===== src/rtl/demux_pkg.sv =====
// Shared constants and helpers for the four-lane word demultiplexer.
package demux_pkg;

    localparam int WORD_W_DEF = 16;
    localparam int N_LANES    = 4;
    localparam int SEL_W      = 2;

    typedef logic [SEL_W-1:0]   lane_sel_t;
    typedef logic [N_LANES-1:0] lane_mask_t;

    // Bit k of the result is set when sel addresses lane k.
    function automatic lane_mask_t lane_onehot(input lane_sel_t sel);
        lane_mask_t mask;
        case (sel)
            2'd0:    mask = 4'b0001;
            2'd1:    mask = 4'b0010;
            2'd2:    mask = 4'b0100;
            2'd3:    mask = 4'b1000;
            default: mask = 4'b0000;
        endcase
        return mask;
    endfunction

endpackage


===== src/rtl/demux_lane.sv =====
// One-entry lane register: load wins over drain, reset clears flag and word.
module demux_lane
    import demux_pkg::*;
#(
    parameter int WORD_W = WORD_W_DEF
) (
    input  logic              i_clk,
    input  logic              i_rst,
    input  logic              i_load,
    input  logic              i_drain,
    input  logic [WORD_W-1:0] i_data,
    output logic              o_valid,
    output logic [WORD_W-1:0] o_data
);

    logic              valid_q;
    logic              valid_d;
    logic [WORD_W-1:0] data_q;
    logic [WORD_W-1:0] data_d;

    // Next-state: a load replaces the entry even when it is drained the same cycle.
    always_comb begin
        valid_d = valid_q;
        data_d  = data_q;
        if (i_load) begin
            valid_d = 1'b1;
            data_d  = i_data;
        end else if (i_drain) begin
            valid_d = 1'b0;
        end else begin
            valid_d = valid_q;
        end
    end

    // Lane state register with synchronous reset.
    always_ff @(posedge i_clk) begin
        if (i_rst) begin
            valid_q <= 1'b0;
            data_q  <= '0;
        end else begin
            valid_q <= valid_d;
            data_q  <= data_d;
        end
    end

    assign o_valid = valid_q;
    assign o_data  = data_q;

endmodule


===== src/rtl/word_demux4.sv =====
// Routes one upstream word per cycle into one of four one-entry lanes.
// Optional broadcast mode (all lanes at once) is enabled by WORD_DEMUX_BCAST_EN.
module word_demux4
    import demux_pkg::*;
#(
    parameter int WORD_W = WORD_W_DEF
) (
    input  logic               i_clk,
    input  logic               i_rst,
    input  logic               i_valid,
    output logic               o_ready,
    input  logic [SEL_W-1:0]   i_sel,
    input  logic [WORD_W-1:0]  i_val,
`ifdef WORD_DEMUX_BCAST_EN
    input  logic               i_bcast,
`endif
    output logic [N_LANES-1:0] o_valid,
    output logic [WORD_W-1:0]  o_val0,
    output logic [WORD_W-1:0]  o_val1,
    output logic [WORD_W-1:0]  o_val2,
    output logic [WORD_W-1:0]  o_val3,
    input  logic [N_LANES-1:0] i_ready
);

    // Internally bit k is lane k; on the ports lane 0 sits in the MSB.
    lane_mask_t        lane_valid_s;
    lane_mask_t        lane_ready_s;
    lane_mask_t        lane_free_s;
    lane_mask_t        lane_tgt_s;
    lane_mask_t        lane_load_s;
    lane_mask_t        lane_drain_s;
    lane_mask_t        sel_onehot_s;
    logic              ready_s;
    logic              accept_s;
    logic [WORD_W-1:0] lane_data_s [N_LANES];

    for (genvar k = 0; k < N_LANES; k++) begin : g_map
        assign lane_ready_s[k]           = i_ready[N_LANES-1-k];
        assign o_valid[N_LANES-1-k]      = lane_valid_s[k];
    end

    assign sel_onehot_s = lane_onehot(i_sel);
    assign lane_free_s  = ~lane_valid_s | lane_ready_s;

    // Upstream handshake and per-lane target selection; never depends on i_valid.
    always_comb begin
        lane_tgt_s = sel_onehot_s;
        ready_s    = |(sel_onehot_s & lane_free_s);
`ifdef WORD_DEMUX_BCAST_EN
        if (i_bcast) begin
            lane_tgt_s = '1;
            ready_s    = &lane_free_s;
        end else begin
            lane_tgt_s = sel_onehot_s;
            ready_s    = |(sel_onehot_s & lane_free_s);
        end
`endif
    end

    // Nothing is loaded on a reset edge, even though o_ready stays high.
    assign accept_s     = i_valid & ready_s & ~i_rst;
    assign lane_load_s  = lane_tgt_s & {N_LANES{accept_s}};
    assign lane_drain_s = lane_valid_s & lane_ready_s;
    assign o_ready      = ready_s;

    for (genvar k = 0; k < N_LANES; k++) begin : g_lane
        demux_lane #(
            .WORD_W (WORD_W)
        ) u_lane (
            .i_clk   (i_clk),
            .i_rst   (i_rst),
            .i_load  (lane_load_s[k]),
            .i_drain (lane_drain_s[k]),
            .i_data  (i_val),
            .o_valid (lane_valid_s[k]),
            .o_data  (lane_data_s[k])
        );
    end

    assign o_val0 = lane_data_s[0];
    assign o_val1 = lane_data_s[1];
    assign o_val2 = lane_data_s[2];
    assign o_val3 = lane_data_s[3];

endmodule


===== config.mk =====
export PLATFORM = sky130hd
export DESIGN_NAME = word_demux4
export DESIGN_NICKNAME = d
export VERILOG_FILES = /design/src/rtl/demux_pkg.sv /design/src/rtl/demux_lane.sv /design/src/rtl/word_demux4.sv
export SDC_FILE = /design/constraint.sdc
export NUM_CORES = 1
export LEC_CHECK = 0
export ABC_AREA = 1
export ABC_CLOCK_PERIOD_IN_PS = 2100
export BUFFER_PORTS_ARGS = -buffer_cell sky130_fd_sc_hd__buf_2
export CAP_MARGIN = 20
export CORE_MARGIN = 2
export CORE_UTILIZATION = 35
export CTS_CLUSTER_SIZE = 40
export DETAILED_ROUTE_END_ITERATION = 12
export REMOVE_ABC_BUFFERS = 1
export SLEW_MARGIN = 20
export SYNTH_ARGS = -nofsm -noshare
export SYNTH_HDL_FRONTEND = slang
export SYNTH_SLANG_ARGS = --single-unit

===== constraint.sdc =====
create_clock -name i_clk -period 2.1 [get_ports i_clk]
set_clock_uncertainty 0.1 [all_clocks]
set_input_delay 0.42 -clock i_clk [delete_from_list [all_inputs] [get_ports i_clk]]
set_output_delay 0.42 -clock i_clk [all_outputs]
set_load 0.02 [all_outputs]

==> results of run 1 <==
[synth_stat cells]
library cell	count
buf_1	7
buf_6	5
clkbuf_1	4
nand2_1	139
buf_2	7
nor2_1	64
nand3_4	4
nand2_8	1
a21oi_1	4
inv_1	150
inv_2	5
nor2_4	2
buf_4	10
nor2_2	2
dfxtp_1	68
nand4_1	64
[per-stage QoR]
step	setup WS [ps]	total power, mW
floorplan	-504	1.65
global placement	325	1.80
detailed placement	287	1.80
CTS	190	2.73
global route	143	2.83
finish	223	2.69
[final timing paths]
check                             start  depth (start not counted)  slack [ps]                          to
min reg2reg  g_lane[1].u_lane.o_data[2]                          4         410  g_lane[1].u_lane.o_data[2]
max            g_lane[3].u_lane.o_valid                          6         220                     o_ready
min                               i_rst                          2         250    g_lane[2].u_lane.o_valid
max reg2reg    g_lane[3].u_lane.o_valid                          9         560  g_lane[0].u_lane.o_data[7]
[per-layer routing]
metal | global-route usage (%) | wire, um
met1 | 21.4 | 3980
met2 | 28.3 | 4180
met3 | 3.09 | 400
met4 | 9.41 | 263
met5 | 0 | 0
[state kept, by name (all words and copies together) (netlist names)]
signal and cells:
g_lane.u_lane.o_data 64, g_lane.u_lane.o_valid 4
[where the power goes]
| group | switching [mW] | internal, mW |
|---|---|---|
| Sequential | 0.0198 | 1.33 |
| Clock | 0.475 | 0.442 |
| Combinational | 0.292 | 0.134 |
| Total | 0.786 | 1.90 |
[worst reg2reg max path, stage by stage, from the launching register on]
cell	delay [ps]
dfxtp_1	310
nand2_1	130
nand2_1	70
nand2_1	80
inv_2	60
nand2_8	160
buf_4	300
nand4_1	130
nand2_1	80
nor2_1	40
[kinds of logic after synthesis]
logic type	Yosys count	share of synthesized area (%)
simple gates	276	37.2
buf+inv	188	22.8
flops	68	39.4
compound gates	4	0.579
[layout make-up]
cell class,instances,area [um^2],share of cell area (%)
multi-input cells,280,1310,31.7
flip-flops and latches,68,1360,32.9
inverters,155,582,14.0
clock buffers,11,141,3.41
clock inverters,3,15.0,0.362
repair buffers,103,566,13.6
well taps,133,166,4.02
==> flow_summary.json, run 1 <==
{
  "gp_congestion": 0.824,
  "rows": 36,
  "drive_above_1_share_pct": 21.0,
  "arrival_ps": 1360,
  "n_antenna_cell": 0,
  "tritoncts": "built",
  "cp_slowest_cell": "dfxtp_1",
  "hp-class": "in2reg",
  "synth_top_area_share_pct": 39.4,
  "final_cells": 753,
  "hpwl_um": 6160,
  "postLayoutCellArea_um2": 4140,
  "fp.dieArea_um2": 10700,
  "drt_pre_antenna_iters": 4,
  "gr-total-overflow": 0,
  "cp_max_fo": 23,
  "fill_cells": 1056,
  "drcViolationCount": 0,
  "antenna_found_initial": 0,
  "cts.repair.resized": 0,
  "final_util_pct": 42.8,
  "yosys-top-cells-area": "dfxtp_1, inv_1, nand2_1, nand4_1, nor2_1",
  "endpoint_kind": "output port",
  "setup_viol": 0,
  "io_pins": 94,
  "fmax_mhz": 533,
  "placed_area_um2": 3990,
  "die_x_um": 103,
  "tns_ps": 0,
  "max_stage_delay_ps": 330,
  "vias": 3225,
  "ir_drop_uv": 265,
  "p_per_area_nw_per_um2": 649,
  "slew_viol_final": 0,
  "final_cell_mix": "inv_1, nand2_1, buf_2, dfxtp_1",
  "path_buf_inv": 2,
  "hold_ws_ps": 247,
  "tightest_slew_ps": 423,
  "grt.total_usage_pct": 17.2,
  "nNetsFinal": 642,
  "grt_pass1_vias": 3068,
  "coreArea_um2": 9680,
  "status": "finished, final reports clean",
  "drt-initial-drc-count": 103,
  "finalHoldViolCount": 0,
  "fin_crit_sh_pct": 89.4,
  "dp_cells": 739,
  "rsz0062_at_grt": "no",
  "synth_warnings": 0,
  "portBuffers": 93,
  "syn2layout_area_growth_pct": 19.8,
  "ant_nets": 0,
  "insertion_delay_ps": 340,
  "numCtsBuffers": 9,
  "root_buffer": "clkbuf_8",
  "ys_seq_elements": 68,
  "leakage_nw": 2.29,
  "post-cts-setup-buffer-count": 0,
  "max_cap_violations": 0,
  "path_delay_family": "simple AND/OR/NAND/NOR gates",
  "cts.path.max_buffers": 2,
  "grt_pass1_wl_um": 14100,
  "netlist_instances": 536,
  "final_common_cell": "inv_1",
  "start_kind": "flip-flop",
  "relSlewSlack_pct": 71.7,
  "postSynthAreaPerCell_um2": 6.45,
  "crit_chain": "nand2_1 > nand2_1 > nand2_1 > inv_2 > nand2_8 > buf_2",
  "synth-seq-area-share_pct": 39.4,
  "worstSetupPathType": "reg2out",
  "crit_top_cell": "nand2_1",
  "mappedNetlistArea_um2": 3460,
  "cts_sinks": 68,
  "synth_largest_area_cell": "dfxtp_1",
  "fin_crit_ps": 1880,
  "htreeDepth": 3,
  "via_per_inst": 4.28,
  "clk_pin_slew_ps": 70,
  "synth_cell_types": 16,
  "cts_hold_buf": 0,
  "required_ps": 1580,
  "post_drt_wl_per_cell_um": 11.7,
  "drt-total-wl_um": 8820,
  "die_y_um": 103,
  "start_util_pct": 35.7,
  "grt_max_degree": 65
}
Note: power is estimated with default switching activity, not from simulation.
==> run 2, diff against run 1 <==
Settings changed: CELL_PAD_IN_SITES_DETAIL_PLACEMENT from default to 0, CELL_PAD_IN_SITES_GLOBAL_PLACEMENT from default to 1, PLACE_DENSITY_LB_ADDON from default to 0.1.
==> flow_summary.json, run 2 (synthesized netlist as in run 1, its figures left out) <==
{
  "post_drt_wl_per_cell_um": 12.6,
  "max_cap_violations": 0,
  "finalPower_mw": 2.75,
  "grt_max_degree": 47,
  "sw_frac_of_total_pct": 29.4,
  "p_int_mw": 1.94,
  "p_comb_share_pct": 15.8,
  "grt.total_usage_pct": 18.1,
  "crit_top_cell": "nand2_1",
  "portBuffers": 93,
  "io_pins": 94,
  "start_kind": "flip-flop",
  "endpoint_kind": "output port",
  "status": "finished, final reports clean",
  "coreArea_um2": 9680,
  "max_stage_delay_ps": 310,
  "fin_crit_ps": 1930,
  "slew_viol_final": 0,
  "grt_pass1_wl_um": 14400,
  "hpwl_um": 6280,
  "drt-total-wl_um": 9470,
  "ir_drop_uv": 262,
  "crit_chain": "nand2_1 > nand2_1 > nand2_1 > inv_2 > nand2_8 > buf_2",
  "numCtsBuffers": 9,
  "path_buf_inv": 2,
  "n_antenna_cell": 0,
  "finalHoldViolCount": 0,
  "syn2layout_area_growth_pct": 20.6,
  "clk_pin_slew_ps": 70,
  "drcViolationCount": 0,
  "antenna_found_initial": 0,
  "root_buffer": "clkbuf_8",
  "power_frac_seq_pct": 49.1,
  "final_cell_mix": "inv_1, nand2_1, buf_2, dfxtp_1",
  "cp_max_fo": 24,
  "arrival_ps": 1410,
  "rows": 36,
  "drt-initial-drc-count": 131,
  "switching_power_mw": 0.806,
  "post-cts-setup-buffer-count": 0,
  "cp_slowest_cell": "dfxtp_1",
  "final_common_cell": "inv_1",
  "gp_congestion": 0.729,
  "nNetsFinal": 643,
  "fp.dieArea_um2": 10700,
  "tightest_slew_ps": 449,
  "insertion_delay_ps": 330,
  "cts_sinks": 68,
  "via_per_inst": 4.29,
  "vias": 3230,
  "worst_slack_ps": 166,
  "fmax_mhz": 517,
  "tritoncts": "built",
  "worstSetupPathType": "reg2out",
  "required_ps": 1580,
  "die_x_um": 103,
  "leakage_nw": 2.30,
  "largest_reg_flops": 64,
  "drive_above_1_share_pct": 21.1,
  "pwr-share-clk_pct": 35.0,
  "fill_cells": 1090,
  "relSlewSlack_pct": 70.0,
  "die_y_um": 103,
  "ant_nets": 0,
  "rsz0062_at_grt": "no",
  "fin_crit_sh_pct": 92.1,
  "grt_pass1_vias": 2767,
  "dp_worst_setup_slack_ps": 263,
  "htreeDepth": 3,
  "path_delay_family": "simple AND/OR/NAND/NOR gates",
  "cts.path.max_buffers": 2,
  "cts_hold_buf": 0,
  "p_per_area_nw_per_um2": 658,
  "gr-total-overflow": 0,
  "start_util_pct": 35.7,
  "drt_pre_antenna_iters": 4,
  "hp-class": "in2reg",
  "cts.repair.resized": 0,
  "setup_viol": 0
}
[run 2: cell types whose count changed in the layout (fill, tap and decap cells not counted), sizes merged]
cell	before	now
buf	103	104
clkinvlp	0	1
clkinv	3	1
[run 2: final timing paths]
check | startpoint | endpoint | slack (ps) | depth (start not counted)
worst min register to register | g_lane[0].u_lane.o_data[2] | g_lane[0].u_lane.o_data[2] | 410 | 4
worst max register to register | g_lane[0].u_lane.o_valid | g_lane[0].u_lane.o_data[7] | 500 | 9
worst min-delay path | i_rst | g_lane[2].u_lane.o_valid | 270 | 2
worst max-delay path | g_lane[0].u_lane.o_valid | o_ready | 170 | 6
[run 2: area by class of cell]
type	instances	area (um^2)	share of cell area (%)
clock buffers	11	151	3.63
clock inverters	2	12.5	0.300
inverters	155	582	13.9
multi-input cells	280	1310	31.5
flip-flops and latches	68	1360	32.6
repair buffers	104	586	14.0
well taps	133	166	3.99
[run 2: stage by stage]
step	setup TNS, ps	hold WS (ps)	cells	cell area [um^2]	util [%]
6_report	0	274	753	4170	43.1
5_1_grt	0	267	753	4170	43.1
4_1_cts	0	255	753	4170	43.1
3_5_place_dp	0	396	740	4010	41.4
3_3_place_gp	0	394	740	4010	41.4
2_1_floorplan	-34090	389	503	3250	-
[run 2: metal layers]
metal  part of all wire (%)  wire (um)  vias to the layer above  track usage, %
li1                       -          -                     1732               -
met1                     50       4760                     1412            26.1
met2                     44       4130                       76            27.0
met3                    4.6        437                       10            3.43
met4                    1.4        132                        0            6.28
met5                      0          0                        -               0
[run 2: power by group through the flow]
stage	clock, mW	combinational [mW]	sequential, mW
floorplan	0	0.223	1.42
global placement	0	0.436	1.38
detailed placement	0	0.437	1.38
CTS	0.995	0.439	1.35
global route	1.06	0.487	1.35
finish	0.962	0.435	1.35
==> run 3, diff against run 2 <==
Settings changed: ABC_AREA 1 to default.
==> flow_summary.json, run 3 <==
{
  "leakage_nw": 1.63,
  "p_per_area_nw_per_um2": 778,
  "gp_congestion": 0.756,
  "ant_nets": 0,
  "root_buffer": "clkbuf_8",
  "gr-total-overflow": 0,
  "cts.repair.resized": 0,
  "grt_pass1_wl_um": 15100,
  "nNetsFinal": 434,
  "finalPower_mw": 2.90,
  "global_route.usage.met3_pct": 4.54,
  "drcViolationCount": 0,
  "io_pins": 94,
  "cts_hold_buf": 0,
  "slew_viol_final": 0,
  "final_cell_mix": "buf_2, dfxtp_1, nand4_1, a21oi_1",
  "final_common_cell": "buf_2",
  "cts.path.max_buffers": 2,
  "synth_cell_types": 24,
  "hpwl_um": 6300,
  "drt_pre_antenna_iters": 4,
  "netlist_instances": 337,
  "synth_edf_count": 0,
  "status": "finished, final reports clean",
  "largest_reg_flops": 64,
  "fmax_mhz": 518,
  "cp_slowest_cell": "mux4_2",
  "die_x_um": 96.2,
  "post_drt_wl_per_cell_um": 18.6,
  "via_per_inst": 5.79,
  "clk_pin_slew_ps": 80,
  "syn2layout_area_growth_pct": 25.4,
  "final_cells": 519,
  "synth_top_area_share_pct": 45.8,
  "grt_use_met1_pct": 30.2,
  "drt-total-wl_um": 9670,
  "synthArstFlopShare_pct": 0,
  "tightest_slew_ps": 1020,
  "cts_sinks": 68,
  "die_y_um": 96.2,
  "ys.flop_type": "dfxtp_1",
  "relSlewSlack_pct": 31.7,
  "finalHoldViolCount": 0,
  "grt.total_usage_pct": 21.5,
  "fp.dieArea_um2": 9250,
  "required_ps": 1580,
  "endpoint_kind": "output port",
  "start_util_pct": 36.2,
  "synth-seq-area-share_pct": 45.8,
  "htreeDepth": 3,
  "top_usage_layer": "met2",
  "drive_above_1_share_pct": 32.4,
  "antenna_found_initial": 0,
  "grt_max_degree": 35,
  "setup_viol": 0,
  "mappedNetlistArea_um2": 2970,
  "netlist_top_cells_count": "dfxtp_1, nand4_1, clkbuf_1, a21oi_1",
  "hold_start": "i_val[3]",
  "drt-initial-drc-count": 116,
  "max_cap_violations": 0,
  "tritoncts": "built",
  "yosys-top-cells-area": "dfxtp_1, nand4_1, o31ai_1, a21oi_1, o311ai_0",
  "fin_crit_sh_pct": 92.0,
  "r2r-start": "g_lane[1].u_lane.o_valid",
  "postSynthAreaPerCell_um2": 8.83,
  "synth_largest_area_cell": "dfxtp_1",
  "ir_drop_uv": 236,
  "post-cts-setup-buffer-count": 0,
  "start_kind": "flip-flop",
  "grtUsageMet2_pct": 31.5,
  "rows": 33,
  "dp_cells": 503,
  "tns_ps": 0,
  "startpoint": "g_lane[3].u_lane.o_valid",
  "synth_warnings": 0,
  "coreArea_um2": 8220,
  "insertion_delay_ps": 340,
  "numCtsBuffers": 9,
  "arrival_ps": 1410,
  "ys_seq_elements": 68,
  "cp_max_fo": 3,
  "portBuffers": 93,
  "worstSetupPathType": "reg2out",
  "hp-class": "in2reg",
  "grt_pass1_vias": 2802,
  "fin_crit_ps": 1930,
  "rsz0062_at_grt": "no",
  "crit_chain": "nand2b_1 > mux4_2 > buf_2",
  "max_stage_delay_ps": 450,
  "n_antenna_cell": 0,
  "vias": 3005,
  "synth.most_common_cell": "dfxtp_1"
}
[run 3: final timing paths]
path / end / slack [ps] / cells after the start
max: o_ready / 170 / 3
min: g_lane[1].u_lane.o_data[3] / 260 / 3
max reg2reg: g_lane[1].u_lane.o_data[7] / 420 / 3
min reg2reg: g_lane[0].u_lane.o_data[4] / 360 / 2
[run 3: critical path: cells and delay by family, from the launching register on]
kind,cells,cell delay (ps)
multiplexers,1,450
AND/OR/NAND/NOR,1,90
buffers and inverters,1,170
flip-flops,1,360
[run 3: final cells by class]
class                   count  area (um^2)
clock buffers              10          138
clock inverters             6         87.6
fillers                   856         4490
inverters                   3         11.3
multi-input cells         213         1370
flip-flops and latches     68         1360
well taps                 105          131
repair buffers            114          636
[run 3: report_power, final]
part           switching, mW  internal [mW]
Combinational          0.228         0.0983
Sequential            0.0194           1.33
Clock                  0.533          0.699
[run 3: per-layer routing]
metal | part of all wire, % | wire, um
met1 | 46 | 4490
met3 | 5.9 | 572
met2 | 46 | 4430
met5 | 0 | 0
met4 | 1.9 | 184
[run 3: logic make-up after synthesis]
group / count (synthesis) / share of synthesized area (%)
buf+inv: 56 / 8.54
mux: 1 / 0.757
flops: 68 / 45.8
simple gates: 112 / 21.1
compound gates: 100 / 23.9
[run 3: metrics by stage]
stage	hold slack, ps	instance area (um^2)	setup slack [ps]	utilization [%]
6_report	256	3730	168	45.4
5_1_grt	250	3730	94.7	45.4
4_1_cts	241	3730	144	45.4
3_5_place_dp	356	3500	229	42.7
3_3_place_gp	348	3500	242	42.7
2_1_floorplan	389	2730	226	-
